<file path="config.mk">
export PLATFORM = sky130hd
export DESIGN_NAME = if_id_stage
export DESIGN_NICKNAME = d
export VERILOG_FILES = /design/src/rtl/if_id_stage.sv
export SDC_FILE = /design/constraint.sdc
export NUM_CORES = 1
export LEC_CHECK = 0
export CORE_ASPECT_RATIO = 2
export CORE_MARGIN = 2
export CORE_UTILIZATION = 42
export DETAILED_ROUTE_END_ITERATION = 12
export GPL_TIMING_DRIVEN = 1
export PLACE_DENSITY = 0.79
export SLEW_MARGIN = 20
export SYNTH_ARGS = -nofsm -noshare
export SYNTH_HDL_FRONTEND = slang
export SYNTH_SLANG_ARGS = --single-unit
</file>
<file path="constraint.sdc">
create_clock -name clk -period 2.14 [get_ports clk]
set_input_delay 0.428 -clock clk [delete_from_list [all_inputs] [get_ports clk]]
set_output_delay 0.428 -clock clk [all_outputs]
set_load 0.005 [all_outputs]
</file>
<file path="src/rtl/if_id_stage.sv">
// ---------------------------------------------------------------------------
// if_id_stage
//   Fetch stage and IF/ID pipeline register of the RV32I five-stage pipeline.
//   This block does four things:
//     - holds the PC and drives it to a combinational instruction memory
//     - captures the fetched word into the IF/ID register
//     - detects load-use hazards
//     - handles stall and branch flush, and raises the bubble request that
//       zeroes ID/EX control signals
//
//   All state updates on the FALLING edge of clk, in step with the ID/EX
//   register downstream.
//
// Configuration macro:
//   LOAD_USE_DETECT_EN - when defined, an internal load-use comparator
//     drives the stall and bubble outputs. When undefined, load_use is
//     tied to 0, and hazards must be resolved externally via ip_ext_stall.
//
// Ports:
//   clk                   pipeline clock (falling-edge active)
//   reset                 synchronous active-low reset (0 = reset)
//   ip_Instruction[31:0]  imem read data for address op_PC
//   ip_branch_taken       branch/jump resolved taken in EX
//   ip_branch_target      redirect target (bits [1:0] are dropped)
//   ip_ext_stall          external stall request
//   ip_ID_EX_MemRead      instruction in ID/EX is a load
//   ip_ID_EX_rd[4:0]      destination register of that instruction
//   op_PC                 current fetch address
//   op_IF_ID_PC           PC of the instruction held in IF/ID
//   op_IF_ID_Instruction  instruction held in IF/ID
//   op_IF_ID_valid        IF/ID holds a real (non-injected) instruction
//   op_bubble             comb: ID/EX must capture zeroed controls this edge
//   op_stall              comb: PC and IF/ID hold this edge
// ---------------------------------------------------------------------------
module if_id_stage #(
  parameter logic [31:0] RESET_PC  = 32'h0000_0000,
  parameter logic [31:0] NOP_INSTR = 32'h0000_0013
) (
  input  logic        clk,
  input  logic        reset,
  input  logic [31:0] ip_Instruction,
  input  logic        ip_branch_taken,
  input  logic [31:0] ip_branch_target,
  input  logic        ip_ext_stall,
  input  logic        ip_ID_EX_MemRead,
  input  logic [4:0]  ip_ID_EX_rd,
  output logic [31:0] op_PC,
  output logic [31:0] op_IF_ID_PC,
  output logic [31:0] op_IF_ID_Instruction,
  output logic        op_IF_ID_valid,
  output logic        op_bubble,
  output logic        op_stall
);

  typedef struct packed {
    logic [31:0] pc;
    logic [31:0] instr;
    logic        valid;
  } if_id_t;

  logic [31:0] pc_q;
  if_id_t      if_id_q;
  logic        load_use;

  // Source register fields of the instruction sitting in IF/ID.
  logic [4:0] rs1, rs2;
  assign rs1 = if_id_q.instr[19:15];
  assign rs2 = if_id_q.instr[24:20];

`ifdef LOAD_USE_DETECT_EN
  // Both source fields are compared regardless of opcode. A false hit only
  // costs one cycle, and it avoids decoding the instruction format here.
  // The valid term keeps injected NOPs (and the reset state) from matching.
  assign load_use = ip_ID_EX_MemRead && (ip_ID_EX_rd != 5'd0) &&
                    ((ip_ID_EX_rd == rs1) || (ip_ID_EX_rd == rs2)) &&
                    if_id_q.valid;
`else
  // Hazards are handled by an external unit through ip_ext_stall.
  assign load_use = 1'b0;
  logic unused_hazard_inputs;
  assign unused_hazard_inputs = ^{ip_ID_EX_MemRead, ip_ID_EX_rd, rs1, rs2};
`endif

  // A taken branch squashes IF/ID anyway, so it cancels any stall.
  assign op_stall  = (load_use || ip_ext_stall) && !ip_branch_taken;
  assign op_bubble = load_use || ip_branch_taken;

  always_ff @(negedge clk) begin
    if (!reset) begin
      pc_q          <= RESET_PC;
      if_id_q.pc    <= 32'd0;
      if_id_q.instr <= NOP_INSTR;
      if_id_q.valid <= 1'b0;
    end else if (ip_branch_taken) begin
      pc_q          <= {ip_branch_target[31:2], 2'b00};
      if_id_q.pc    <= 32'd0;
      if_id_q.instr <= NOP_INSTR;
      if_id_q.valid <= 1'b0;
    end else if (!op_stall) begin
      // PC + 4 wraps naturally at 2^32.
      pc_q          <= pc_q + 32'd4;
      if_id_q.pc    <= pc_q;
      if_id_q.instr <= ip_Instruction;
      if_id_q.valid <= 1'b1;
    end
  end

  assign op_PC                = pc_q;
  assign op_IF_ID_PC          = if_id_q.pc;
  assign op_IF_ID_Instruction = if_id_q.instr;
  assign op_IF_ID_valid       = if_id_q.valid;

endmodule

</file>
==> results of run 1 <==
[state kept, by name (all words and copies together), names as in the netlist]
register,count
op_IF_ID_valid,1
op_PC,30
op_IF_ID_PC,30
op_IF_ID_Instruction,32
[layout make-up]
cell class / instances / area share (%)
tap: 104 / 1.786
sequential: 93 / 27.15
inverter: 8 / 0.4122
clock inverter: 100 / 6.011
timing repair buffer: 261 / 33.35
clock buffer: 9 / 3.091
multi-input combinational: 289 / 28.20
[worst reg2reg max path, cell delays in order, from the launching register on]
cell and delay [ns]:
dfxtp_2 0.32, buf_4 0.14, nand4_1 0.26, or3_1 0.65, or4_1 0.58, a31oi_1 0.21
[final timing paths]
| kind | startpoint | to | slack (ns) |
|---|---|---|---|
| max | ip_ext_stall | op_PC[24]$_SDFFE_NN0P_ | -0.32 |
| min | op_IF_ID_valid$_SDFFE_NP0N_ | op_IF_ID_valid$_SDFFE_NP0N_ | 0.47 |
| max reg2reg | op_PC[8]$_SDFFE_NN0P_ | op_PC[24]$_SDFFE_NN0P_ | -0.13 |
| min reg2reg | op_IF_ID_valid$_SDFFE_NP0N_ | op_IF_ID_valid$_SDFFE_NP0N_ | 0.47 |
[metrics by stage]
stage	power, mW	area, µm²
after floorplan	2.415	4006
after global placement	2.797	6000
after detailed placement	2.813	6000
after CTS	4.986	6764
after global routing	5.433	7286
final	5.156	7286
[what timing repair did]
item	in CTS	in global routing
resized for setup	527	66
setup buffers	16	23
pin swaps	15	28
endpoints found under the hold margin	0	0
setup endpoints to repair	187	148
gates cloned	1	3
[layout by cell type (no fill, tap or decap), drive strengths merged, types with 6 or more instances in the layout]
cell type      Yosys  layout
buf               14     193
a21oi              6       6
dfxtp             93      93
o211a              6       6
nor2              61      61
mux2i             63      63
o31ai              9       9
o21ai             28      28
clkdlybuf4s50      0      64
nand3             11      11
or3                9       9
nand4             10      10
clkbuf            19      12
a31oi             16      16
nand2             15      15
or4               10      10
inv                9     104
[power by group through the flow]
stage	registers [mW]	clock network, mW	logic [mW]
final	1.88	2.50	0.771
after floorplan	1.92	0.266	0.233
after CTS	1.88	2.45	0.663
after global placement	1.88	0.266	0.652
after global routing	1.88	2.74	0.812
after detailed placement	1.88	0.266	0.664
[cell families after synthesis]
group,Yosys count
AND/OR/NAND/NOR,140
other,1
buffers and inverters,42
AO/OA/AOI/OAI,71
flip-flops,93
XOR/XNOR,10
multiplexers,63
adder cells (fa/ha/maj),1
[metal layers]
metal	vias up	GRT usage (%)	routed length, µm
met1	2263	22.35	5172
met2	233	51.04	8846
met4	0	18.71	778
met5	-	0	0
met3	61	8.935	1026
li1	2164	-	-
==> metrics.txt, run 1 <==
status=complete, but fails checks; failing checks=setup timing; largest family of logic cells by synthesized area=simple AND/OR/NAND/NOR gates; Post-Layout Cell Count=864; CTS root buffer=clkbuf_16; max incr delay on CP=0.45 ns; cts hold-fix bufs=0; Comb pwr share=15.0%; Compound-Gate Fraction of Synth Area=11.51%; 1st-iter DRT viols=~260; Synth Area per Inst=9.347 µm²; Power Density=~710 mW/mm²; required time of the critical path=1.38 ns; Sw Ratio=31.58%; vias per cell=5.464; critical path depth=6; nature of the critical path endpoint=flop; Core Util, Final=78.69%; Slew @ Worst Pin=0.5142 ns; area of the multi-input gates=0.002054 mm²; CTS H-tree lvls=3; Clock Tree Buf Depth=2; Routed WL per cell=18.31 µm; largest net degree at the start of global routing=33; flops & latches, synth=93; worst-path cell chain=buf_8, nor2b_4, nand4_1, buf_4, or4_1, a31oi_1; crit path buf inv count=2; via count=4721; Rel. slew slack=65.40%; Slowest-stage cell, CP=or4_1; delay-heaviest family, CP=simple AND/OR/NAND/NOR gates; cell count after synthesis=about 420; CTS Sinks=93; WP data arrival=1.71 ns; cell count of the worst hold path=2; antenna cells=0; Core Rows=50; final wirelength=15820 µm; top cell type's share of synthesized area=47.31%; DRC Markers=0; worst-case reg-to-reg path depth=5; Core ar.=0.009259 mm²; Yosys cell types=39; Post-Synth Adder-Cell Area=0.3180%; Post-synth top cells=dfxtp_1, mux2i_1, nor2_1; Clock Power Share=48.5%; Synth area leader=dfxtp_1; TritonCTS Buffers=9; placed cells=715; die height=between 100 and 150 µm; largest fanout on the critical path=5; post-route ant nets=0; top cells by area, synth=dfxtp_1, mux2i_1, nor2_1; Setup Skew=between 0.02 and 0.025 ns; area added between synthesis and finish=85.15%; mux share of post-synthesis cell area=16.03%; setup TNS=-22.97 ns; Syn. warnings=0; internal cell power=3.528 mW; IO Pins=173; starting density of the core=a little over two fifths; Switching Power=1.628 mW; max_cap viols=0; Hold Slack=0.4711 ns; Fillers=around 590; setup violators final=144; initial antenna violation count=0; Final Hold Vio Count=0; first-pass GRT wire length=approximately 22000 µm; RePlAce Congestion=about 0.84; top-count cell post-synth=dfxtp_1; global-route usage over all layers=27.09%; register area=0.001978 mm²; HPWL after DPL=9135 µm; async set-reset flop share out of synthesis=0%; critical path class=in -> reg; area share of and/or/nand/nor cells after synthesis=17.93%; cell area after synthesis=0.003935 mm²; Leakage=3.634 nW; Worst Hold Class=reg -> reg; Peak supply drop=541.8 µV; dpl ws=-0.7459 ns; Post-Synth XOR/XNOR Area=roughly 2.2%; latest clock arrival within the worst-skew pair=0.42 ns; kind of start point of the critical path=input pin; pins over their slew limit=0; Flop pwr share=36.5%; Final #Nets=830; number of global-route vias before repair=4865; clk slew on worst S/H paths=0.04 ns; Die W=72.45 µm; IO buf count=160; area of the die=0.01021 mm²; Pre-antenna DRT Iters=4; number of flops mapped to enable cells by yosys=0; RSZ-0062 raised after global routing=true; main flop type after synthesis=dfxtp_1; TritonCTS clock tree=done; total gr overflow=0; layout cells sized above 1=between 40% and 50%; sequential fraction of the synthesis area=47.31%; setup ws final=-0.3244 ns
Note: power is estimated with default switching activity, not from simulation.
==> run 2, diff against run 1 <==
--- a/config.mk
+++ b/config.mk
@@ -5,6 +5,7 @@
 export SDC_FILE = /design/constraint.sdc
 export NUM_CORES = 1
 export LEC_CHECK = 0
+export ABC_CLOCK_PERIOD_IN_PS = 2140
 export CORE_ASPECT_RATIO = 2
 export CORE_MARGIN = 2
 export CORE_UTILIZATION = 42
==> constraint.sdc (replaced) <==
create_clock -name clk -period 2.14 [get_ports clk]
set_input_delay 0.428 -clock clk [delete_from_list [all_inputs] [get_ports clk]]
set_output_delay 0.428 -clock clk [all_outputs]
set_load 0.02 [all_outputs]
==> run 2 against run 1 <==
Compared with the run above: the run still ends with setup timing left; largest power group unchanged; die area unchanged; largest cell class unchanged; utilization about the same; setup slack better by 0.026 ns; routed wire length shrank 8.3%.
==> metrics.txt, run 2 (synthesized netlist as in run 1, its figures left out) <==
Core ar.=0.009259 mm²; largest fanout on the critical path=7; Routed WL per cell=17.04 µm; DP Area=between 0.005 and 0.006 mm²; Leakage=3.557 nW; Setup Skew=0.03478 ns; worst-path cell chain=buf_8, nand3b_1, or3_4, or4_1, a31oi_1; placed cells=709; CTS H-tree lvls=3; DRC Markers=0; 1st-iter DRT viols=194; setup ws final=-0.2979 ns; Worst Hold Class=reg -> reg; setup TNS=-22.72 ns; max FFs per register=32; reg2reg setup slack=-0.05 ns; cts hold-fix bufs=0; CP Launch Point=ip_ext_stall; Core Rows=50; failing checks=setup timing; area of the multi-input gates=just under 0.002 mm²; max_cap viols=0; Hold Startpoint=op_IF_ID_valid$_SDFFE_NP0N_; global-route usage over all layers=26.38%; CTS Sinks=93; CTS root buffer=clkbuf_16; R2R Path Start=op_PC[6]$_SDFFE_NN0P_; Final #Nets=819; vias per cell=approximately 5.3; Hold Slack=0.4652 ns; first-pass GRT wire length=20980 µm; Fillers=596; Pwr Total=5.098 mW; required time of the critical path=1.38 ns; number of global-route vias before repair=between 4000 and 5000; initial antenna violation count=0; Peak supply drop=474.0 µV; commonest cells after routing, fill and taps aside=inv_1, buf_6, dfxtp_2; layout cells sized above 1=41.04%; clk slew on worst S/H paths=0.03 ns; most common cell after layout, fill and taps aside=inv_1; Core Util, Final=78.66%; largest net degree at the start of global routing=between 60 and 70; Pre-antenna DRT Iters=6; Final Hold Vio Count=0; latest clock arrival within the worst-skew pair=0.43 ns; final wirelength=14520 µm; antenna cells=0; HPWL after DPL=8917 µm; pins over their slew limit=0; RePlAce Congestion=0.8594; die height=140.9 µm; area added between synthesis and finish=85.09%; setup violators final=117; IO Pins=173; kind of start point of the critical path=input pin; Clock Tree Buf Depth=2; IO buf count=160; critical path class=in -> reg; dpl ws=-0.7756 ns; Die W=72.45 µm; Post-Layout Cell Count=approximately 850; area of the die=0.01021 mm²; max incr delay on CP=0.41 ns; WP data arrival=approximately 1.7 ns; via count=around 4600; TritonCTS Buffers=9; total gr overflow=0; Power Density=700.0 mW/mm²; nature of the critical path endpoint=flop; starting density of the core=42.50%; register area=0.001979 mm²; Design Area, Final=0.007283 mm²; delay-heaviest family, CP=simple AND/OR/NAND/NOR gates; crit path buf inv count=1; Slowest-stage cell, CP=or4_1; post-route ant nets=0; RSZ-0062 raised after global routing=true; status=complete, but fails checks; TritonCTS clock tree=done
-- run 2: layout make-up --
class | instances | share of cell area, %
timing repair buffer | 250 | 34.91
sequential | 93 | 27.18
multi-input combinational | 289 | 26.89
clock inverter | 99 | 5.738
clock buffer | 9 | 3.092
tap | 104 | 1.787
inverter | 8 | 0.4123
-- run 2: worst paths after layout --
kind                                               endpoint  depth (start not counted)
worst max-delay path                 op_PC[27]$_SDFFE_NN0P_                          5
worst max register to register       op_PC[27]$_SDFFE_NN0P_                          7
worst min register to register  op_IF_ID_valid$_SDFFE_NP0N_                          2
worst min-delay path            op_IF_ID_valid$_SDFFE_NP0N_                          2
-- run 2: layer usage --
layer	up-vias	global-route usage, %	share of wire [%]
li1	2151	-	-
met3	39	8.077	5.7
met4	0	16.37	3.2
met5	-	0	0
met1	2172	22.73	34
met2	193	50.02	58
-- run 2: report_power, final --
| group | leakage [nW] | internal (mW) | switching [mW] |
|---|---|---|---|
| sequential | 0.797 | 1.83 | 0.0563 |
| clock | 0.642 | 1.14 | 1.21 |
| combinational | 2.12 | 0.465 | 0.396 |
| total | 3.56 | 3.44 | 1.66 |
-- run 2: what timing repair did --
| item | in CTS | in global routing |
|---|---|---|
| endpoints found under the setup margin | 187 | 130 |
| gates cloned | 1 | 2 |
| gates resized for setup | 671 | 13 |
| setup buffers | 19 | 15 |
| pin swaps | 18 | 9 |
-- run 2: worst min-delay path, cell delays in order (launching register included) --
cell	delay, ns
dfxtp_2	0.31
inv_1	0.05
a21oi_1	0.06
